**config.mk**
```make
export PLATFORM = sky130hd
export DESIGN_NAME = raxi_rc512_disp_flat
export DESIGN_NICKNAME = d
export VERILOG_FILES = /design/src/rtl/raxi_rc512_disp_if.sv /design/src/rtl/raxi_rc512_disp.sv /design/src/flat_wrapper.sv
export SDC_FILE = /design/constraint.sdc
export NUM_CORES = 2
export LEC_CHECK = 0
export BUFFER_PORTS_ARGS = -buffer_cell sky130_fd_sc_hd__buf_4
export CAP_MARGIN = 5
export CORE_AREA = 2 2 415 417
export DETAILED_ROUTE_END_ITERATION = 12
export DIE_AREA = 0 0 417 419
export PLACE_DENSITY = 0.51
export SLEW_MARGIN = 10
export SYNTH_ARGS = -nofsm -noshare
export SYNTH_HDL_FRONTEND = slang
export SYNTH_SLANG_ARGS = --single-unit
```
**constraint.sdc**
```tcl
create_clock -name user_clk -period 15.3 [get_ports user_clk]
set_input_delay 0 -clock user_clk [delete_from_list [all_inputs] [get_ports user_clk]]
set_output_delay 0 -clock user_clk [all_outputs]
set_load 0.02 [all_outputs]
```
**src/rtl/raxi_rc512_disp_if.sv**
```systemverilog
// Handshake bundle between the RC receive FIFO read port, the dispatcher and its two
// downstream channels. The master modport is the dispatcher side.
interface raxi_rc512_disp_if;
    logic         rc_rx_ef;
    logic         rc_rx_rd;
    logic [539:0] rc_rx_rdata;
    logic         ch0_valid;
    logic         ch0_ready;
    logic         ch1_valid;
    logic         ch1_ready;
    logic [519:0] ch_data;
    logic         disp_busy;

    modport master (
        input  rc_rx_ef, rc_rx_rdata, ch0_ready, ch1_ready,
        output rc_rx_rd, ch0_valid, ch1_valid, ch_data, disp_busy
    );

    modport slave (
        output rc_rx_ef, rc_rx_rdata, ch0_ready, ch1_ready,
        input  rc_rx_rd, ch0_valid, ch1_valid, ch_data, disp_busy
    );
endinterface

```
**src/rtl/raxi_rc512_disp.sv**
```systemverilog
// RC completion dispatcher: pops 540-bit FIFO words and steers whole frames to ch0/ch1 by tag.
// Optional frame/error statistics outputs are enabled with `define RAXI_RC_DISP_STAT_EN.
module raxi_rc512_disp #(
    parameter int TAG_LSB    = 440,
    parameter int CH_SEL_BIT = 7,
    parameter int EOP_POS    = 519
) (
    input  logic                    user_clk,
    input  logic                    user_rst,
    raxi_rc512_disp_if.master       bus
`ifdef RAXI_RC_DISP_STAT_EN
    ,
    output logic [31:0]             ch0_frm_cnt,
    output logic [31:0]             ch1_frm_cnt,
    output logic [31:0]             err_frm_cnt
`endif
);

    localparam int ERR_POS = 518;

    typedef enum logic {
        ST_SOF  = 1'b0,
        ST_BODY = 1'b1
    } state_e;

    state_e       state_q, state_d;
    logic         cur_ch_q, cur_ch_d;
    logic [1:0]   cnt_q, cnt_d;
    logic         inflight_q, inflight_d;
    logic         disp_busy_q, disp_busy_d;

    // Two-entry in-order buffer: e0 is the head presented downstream, e1 the one behind it.
    logic         e0_vld_q, e0_vld_d;
    logic         e0_ch_q, e0_ch_d;
    logic [519:0] e0_data_q, e0_data_d;
    logic         e1_vld_q, e1_vld_d;
    logic         e1_ch_q, e1_ch_d;
    logic [519:0] e1_data_q, e1_data_d;

    logic         pop;
    logic         rd;
    logic         wr_ch;
    logic         wr_eop;
    logic [519:0] wr_data;
    logic         unused_rsv;

    assign pop = e0_vld_q & ((~e0_ch_q & bus.ch0_ready) | (e0_ch_q & bus.ch1_ready));

    // A pop in the same cycle frees a credit, so a full buffer still sustains one word per cycle.
    assign rd = ~user_rst & ~bus.rc_rx_ef & ((cnt_q != 2'd2) | pop);

    assign wr_data    = bus.rc_rx_rdata[519:0];
    assign wr_eop     = bus.rc_rx_rdata[EOP_POS];
    assign unused_rsv = ^bus.rc_rx_rdata[539:520];

    always_comb begin
        // NOTE: every _d is given its hold value first, so no path through this block leaves
        // a signal unassigned and no latch can be inferred.
        state_d     = state_q;
        cur_ch_d    = cur_ch_q;
        cnt_d       = cnt_q + {1'b0, rd} - {1'b0, pop};
        inflight_d  = rd;
        e0_vld_d    = e0_vld_q;
        e0_ch_d     = e0_ch_q;
        e0_data_d   = e0_data_q;
        e1_vld_d    = e1_vld_q;
        e1_ch_d     = e1_ch_q;
        e1_data_d   = e1_data_q;
        wr_ch       = cur_ch_q;

        if (inflight_q) begin
            if (state_q == ST_SOF) begin
                wr_ch    = bus.rc_rx_rdata[TAG_LSB + CH_SEL_BIT];
                cur_ch_d = wr_ch;
            end
            state_d = wr_eop ? ST_SOF : ST_BODY;
        end

        if (pop) begin
            if (e1_vld_q) begin
                e0_ch_d   = e1_ch_q;
                e0_data_d = e1_data_q;
                e1_vld_d  = inflight_q;
                if (inflight_q) begin
                    e1_ch_d   = wr_ch;
                    e1_data_d = wr_data;
                end
            end else begin
                e0_vld_d = inflight_q;
                if (inflight_q) begin
                    e0_ch_d   = wr_ch;
                    e0_data_d = wr_data;
                end
            end
        end else if (inflight_q) begin
            // Credits bound occupancy to two, so e1 is always free when e0 is taken.
            if (!e0_vld_q) begin
                e0_vld_d  = 1'b1;
                e0_ch_d   = wr_ch;
                e0_data_d = wr_data;
            end else begin
                e1_vld_d  = 1'b1;
                e1_ch_d   = wr_ch;
                e1_data_d = wr_data;
            end
        end

        disp_busy_d = (state_d == ST_BODY);
    end

    // NOTE: state registers use non-blocking assignments so every flop samples the values
    // computed before the edge, independent of statement order.
    always_ff @(posedge user_clk or posedge user_rst) begin
        if (user_rst) begin
            state_q     <= ST_SOF;
            cur_ch_q    <= 1'b0;
            cnt_q       <= 2'd0;
            inflight_q  <= 1'b0;
            disp_busy_q <= 1'b0;
            e0_vld_q    <= 1'b0;
            e0_ch_q     <= 1'b0;
            e0_data_q   <= '0;
            e1_vld_q    <= 1'b0;
            e1_ch_q     <= 1'b0;
        end else begin
            state_q     <= state_d;
            cur_ch_q    <= cur_ch_d;
            cnt_q       <= cnt_d;
            inflight_q  <= inflight_d;
            disp_busy_q <= disp_busy_d;
            e0_vld_q    <= e0_vld_d;
            e0_ch_q     <= e0_ch_d;
            e0_data_q   <= e0_data_d;
            e1_vld_q    <= e1_vld_d;
            e1_ch_q     <= e1_ch_d;
        end
    end

    // NOTE: the second buffer slot's payload is never observed while e1_vld_q is low, so it
    // is left without reset; only the head payload is cleared because it drives ch_data.
    always_ff @(posedge user_clk) begin
        e1_data_q <= e1_data_d;
    end

    assign bus.rc_rx_rd  = rd;
    assign bus.ch0_valid = e0_vld_q & ~e0_ch_q;
    assign bus.ch1_valid = e0_vld_q & e0_ch_q;
    assign bus.ch_data   = e0_data_q;
    assign bus.disp_busy = disp_busy_q;

`ifdef RAXI_RC_DISP_STAT_EN
    logic [31:0] ch0_frm_cnt_q, ch0_frm_cnt_d;
    logic [31:0] ch1_frm_cnt_q, ch1_frm_cnt_d;
    logic [31:0] err_frm_cnt_q, err_frm_cnt_d;

    always_comb begin
        ch0_frm_cnt_d = ch0_frm_cnt_q;
        ch1_frm_cnt_d = ch1_frm_cnt_q;
        err_frm_cnt_d = err_frm_cnt_q;
        if (pop && e0_data_q[EOP_POS]) begin
            if (e0_ch_q) begin
                ch1_frm_cnt_d = ch1_frm_cnt_q + 32'd1;
            end else begin
                ch0_frm_cnt_d = ch0_frm_cnt_q + 32'd1;
            end
            if (e0_data_q[ERR_POS]) begin
                err_frm_cnt_d = err_frm_cnt_q + 32'd1;
            end
        end
    end

    always_ff @(posedge user_clk or posedge user_rst) begin
        if (user_rst) begin
            ch0_frm_cnt_q <= 32'd0;
            ch1_frm_cnt_q <= 32'd0;
            err_frm_cnt_q <= 32'd0;
        end else begin
            ch0_frm_cnt_q <= ch0_frm_cnt_d;
            ch1_frm_cnt_q <= ch1_frm_cnt_d;
            err_frm_cnt_q <= err_frm_cnt_d;
        end
    end

    assign ch0_frm_cnt = ch0_frm_cnt_q;
    assign ch1_frm_cnt = ch1_frm_cnt_q;
    assign err_frm_cnt = err_frm_cnt_q;
`endif

endmodule

```
**src/flat_wrapper.sv**
```systemverilog
// flat-port wrapper written by rule: the top's interface ports become plain ports
module raxi_rc512_disp_flat 
#(
    parameter int TAG_LSB    = 440,
    parameter int CH_SEL_BIT = 7,
    parameter int EOP_POS    = 519
)
  (user_clk, user_rst, bus_rc_rx_ef, bus_rc_rx_rdata, bus_ch0_ready, bus_ch1_ready, bus_rc_rx_rd, bus_ch0_valid, bus_ch1_valid, bus_ch_data, bus_disp_busy);
  raxi_rc512_disp_if bus_i ();
  input  logic user_clk;
  input  logic user_rst;
  input wire logic [$bits(bus_i.rc_rx_ef)-1:0] bus_rc_rx_ef;
  input wire logic [$bits(bus_i.rc_rx_rdata)-1:0] bus_rc_rx_rdata;
  input wire logic [$bits(bus_i.ch0_ready)-1:0] bus_ch0_ready;
  input wire logic [$bits(bus_i.ch1_ready)-1:0] bus_ch1_ready;
  output wire logic [$bits(bus_i.rc_rx_rd)-1:0] bus_rc_rx_rd;
  output wire logic [$bits(bus_i.ch0_valid)-1:0] bus_ch0_valid;
  output wire logic [$bits(bus_i.ch1_valid)-1:0] bus_ch1_valid;
  output wire logic [$bits(bus_i.ch_data)-1:0] bus_ch_data;
  output wire logic [$bits(bus_i.disp_busy)-1:0] bus_disp_busy;
  assign bus_i.rc_rx_ef = bus_rc_rx_ef;
  assign bus_i.rc_rx_rdata = bus_rc_rx_rdata;
  assign bus_i.ch0_ready = bus_ch0_ready;
  assign bus_i.ch1_ready = bus_ch1_ready;
  assign bus_rc_rx_rd = bus_i.rc_rx_rd;
  assign bus_ch0_valid = bus_i.ch0_valid;
  assign bus_ch1_valid = bus_i.ch1_valid;
  assign bus_ch_data = bus_i.ch_data;
  assign bus_disp_busy = bus_i.disp_busy;
  raxi_rc512_disp #(.TAG_LSB(TAG_LSB), .CH_SEL_BIT(CH_SEL_BIT), .EOP_POS(EOP_POS)) u_core (.user_clk(user_clk), .user_rst(user_rst), .bus(bus_i));
endmodule
```
==> flow_summary_export.csv <==
group,metric,value,unit
timing,fin_crit,5210,ps
logic_synthesis,ys_seq_elements,1049,
job,maxCapViolCount,0,
clock_network,cts.sinks,1049,
setup_path,worstSetupPathType,"register to register",
placement,io_buffers,1048,
route,vias_per_cell,4.11,
clock_network,worstSkewPairLatency,740,ps
logic_synthesis,synth_top_area_share,39.1,%
timing,clock_skew,24.2,ps
timing,finalSetupTns,0,ps
clock_network,cts-htree-levels,3,
pwr,pwr_density_cell,172,mW/mm2
cells_and_area,multiInputGateArea,0.00997,mm2
cells_and_area,syn2layout_area_growth,60.1,%
clock_network,tritoncts,"done",
route,final_antenna_net_count,0,
die,ioPinCount,1069,
timing,finalSetupViolCount,0,
run_status,outcome,"finished, final reports clean",
clock_network,cts_root_buf,"clkbuf_16",
route,drt_iter0_drc,1553,
logic_synthesis,avgSynthCellArea,14.2,um2
logic_synthesis,synthCells,2817,
setup_path,crit_family,"buffers and inverters",
logic_synthesis,ys_seq_area_share,72.2,%
timing,period_share,34.1,%
cells_and_area,nets,5419,
logic_synthesis,synth.area.top_cells,"edfxtp_1, dfrtp_1, mux2i_1",
pwr,vdd_ir_drop_max,0.0000997,V
setup_path,path_cells,"mux2i_4 > dlygate4sd3_1 > o211ai_1 > inv_8 > buf_4 > buf_4 > buf_4",
route,drc,0,
logic_synthesis,ys_types,24,
logic_synthesis,yosysWarningCount,0,
global_routing,grt_max_degree,206,
clock_network,clk_pin_slew,60,ps
logic_synthesis,syn_area,0.0400,mm2
clock_network,cts_buffer_depth,3,
timing,relSlewSlack,21.3,%
route,wire_per_inst,18.4,um
setup_path,end_kind,"register",
placement,gp_congestion,0.845,
clock_network,numCtsBuffers,119,
timing,holdWs,60.6,ps
setup_path,worst_setup_path_start_kind,"register",
cells_and_area,final_cell_area,0.0640,mm2
die,placementRows,152,
die,die-width,417,um
setup_path,cp_data_required_time,15650,ps
clock_network,cts_setup_buffers,0,
global_routing,track_usage,14.7,%
timing,rsz0062_at_grt,"false",
cells_and_area,seqCellArea,0.0289,mm2
timing,fmax,192,MHz
cells_and_area,fill_cells,16500,
cells_and_area,layout-drive-gt1-share,25.3,%
logic_synthesis,syn-num-nets,3364,
die,die_y,419,um
setup_path,slowest_stage,"buf_4",
route,num_vias,29700,
die,initial_core_util,23.4,%
timing,hold_viol,0,
timing,worst_slew_pin_slew,1180,ps
setup_path,max_stage_delay,830,ps
global_routing,antenna_found_initial,14,
global_routing,grt_pass1_wl,198,mm
setup_path,crit_path_max_fanout,104,
placement,dp_hpwl,88.6,mm
setup_path,critPathBufInv,5,
timing,slew_viol_final,0,
die,core,0.171,mm2
logic_synthesis,synth_top_area_cell,"edfxtp_1",
die,die-area,0.175,mm2
global_routing,grt_pass1_vias,30900,
setup_path,arrival,5560,ps
pwr,p_leak,25.9,nW
worst_hold_path,min_path_type,"input pin to async pin",
global_routing,grt_overflow_total,0,
placement,dpl_cell_area,0.0498,mm2
route,routed_wl,133,mm
setup_path,crit_top_cell,"buf_4",
route,drt-pass1-iter-count,5,
==> metal layers <==
layer / part of all wire [%] / vias up / wire length, um / track usage (%)
li1: - / 14200 / - / -
met1: 41 / 14400 / 55000 / 18.1
met2: 49 / 741 / 65100 / 24.7
met3: 5.9 / 249 / 7900 / 4.07
met4: 3.7 / 2 / 4920 / 5.17
met5: 0.0098 / - / 13 / 0
==> worst reg2reg max path, delay by kind of cell, from the launching register on <==
kind / cells / cell delay [ps]
buffers and inverters: 5 / 3810
DFF: 1 / 440
muxes: 1 / 320
AOI/OAI and AO/OA: 1 / 250
==> placed cells by master, fill, tap and decap left out, types with 2 or more instances in the layout <==
cell,synthesis,final
mux2i_1,521,521
inv_6,0,4
clkinv_2,0,18
inv_1,7,5
dlygate4sd3_1,0,1027
nand2_1,527,527
clkbuf_1,56,45
ha_1,2,2
edfxtp_1,520,520
buf_4,0,1074
diode_2,0,11
bufinv_16,0,6
clkinvlp_4,0,3
clkbuf_16,0,122
inv_8,0,2
clkbuf_8,0,18
o21ai_0,45,45
xnor2_1,2,2
buf_12,0,6
clkinv_1,0,8
dfrtp_1,529,529
o21ai_1,480,480
clkinv_4,0,2
==> final timing paths <==
check | start | endpoint | slack, ps | cells past startpoint
worst min-delay path | user_rst | u_core.bus.ch_data[25]$_DFFE_PP0P_ | 60 | 3
worst max-delay path | u_core.e0_ch_q$_DFFE_PP0P_ | u_core.e1_data_q[259]$_DFFE_PP_ | 10090 | 7
worst min register to register | u_core.bus.ch_data[186]$_DFFE_PP0P_ | u_core.bus.ch_data[186]$_DFFE_PP0P_ | 480 | 2
max in group asynchronous | user_rst | u_core.bus.ch_data[245]$_DFFE_PP0P_ | 11650 | 7
min in group user_clk | bus_rc_rx_rdata[489] | u_core.e1_data_q[489]$_DFFE_PP_ | 70 | 2
worst max register to register | u_core.e0_ch_q$_DFFE_PP0P_ | u_core.e1_data_q[259]$_DFFE_PP_ | 10090 | 7
==> registers in the layout (all words and copies together) (netlist names) <==
name,flops
u_core.e1_vld_q,1
u_core.e1_ch_q,1
u_core.bus.ch_data,520
u_core.e0_vld_q,1
u_core.cnt_q,2
u_core.cur_ch_q,1
u_core.e1_data_q,520
u_core.state_q,1
u_core.e0_ch_q,1
u_core.inflight_q,1
==> through the flow <==
stage | power, mW | util, % | instances | setup WS [ps]
after floorplan | 6.37 | - | 2817 | 518
after global placement | 7.97 | 29.2 | 5957 | 10220
after detailed placement | 8.03 | 29.2 | 5957 | 10200
after CTS | 11.1 | 37.5 | 7211 | 9970
after global routing | 11.6 | 37.5 | 7220 | 9700
final | 11.0 | 37.5 | 7222 | 10090
==> power by group <==
part / total, mW / switching (mW) / internal, mW
registers: 4.19 / 0.404 / 3.79
clock network: 2.84 / 1.19 / 1.65
logic: 3.97 / 2.40 / 1.58
==> synthesized netlist by cell type <==
library cell	n
a311o_1	1
edfxtp_1	520
buf_1	2
mux2i_4	1
inv_1	7
xnor2_1	2
o31ai_1	1
nor2_4	1
mux2i_1	521
o211ai_1	1
a22o_1	1
clkbuf_1	56
ha_1	2
buf_6	55
a21oi_1	1
nor2b_1	1
nand2_1	527
and2_1	1
dfrtp_1	529
nand2b_1	1
nor2_1	1
o21ai_1	480
o21ai_0	45
buf_2	60
==> what timing repair did <==
item                                    CTS  global route
hold buffers                           1027             0
gates resized for setup                   0             0
endpoints found under the hold margin  1153             0
==> logic make-up (layout without fill, tap and decap cells) <==
logic type / Yosys count / after routing / synth area share, %
fa+ha+maj: 2 / 2 / 0.0626
xor+xnor: 2 / 2 / 0.0438
compound gates: 530 / 530 / 6.67
buf+inv: 180 / 2341 / 2.91
mux: 522 / 522 / 13.1
flops: 1049 / 1049 / 72.2
simple gates: 532 / 532 / 5.03
other cells: 0 / 11 / 0
==> area by class of cell <==
cell class	instances	area share, %
flip-flops and latches	1049	45.1
repair buffers	2107	28.8
multi-input cells	1588	15.6
clock buffers	185	5.42
well taps	2233	4.37
clock inverters	42	0.612
inverters	7	0.0645
diodes	11	0.0430
(Power assumes the default switching activity.)
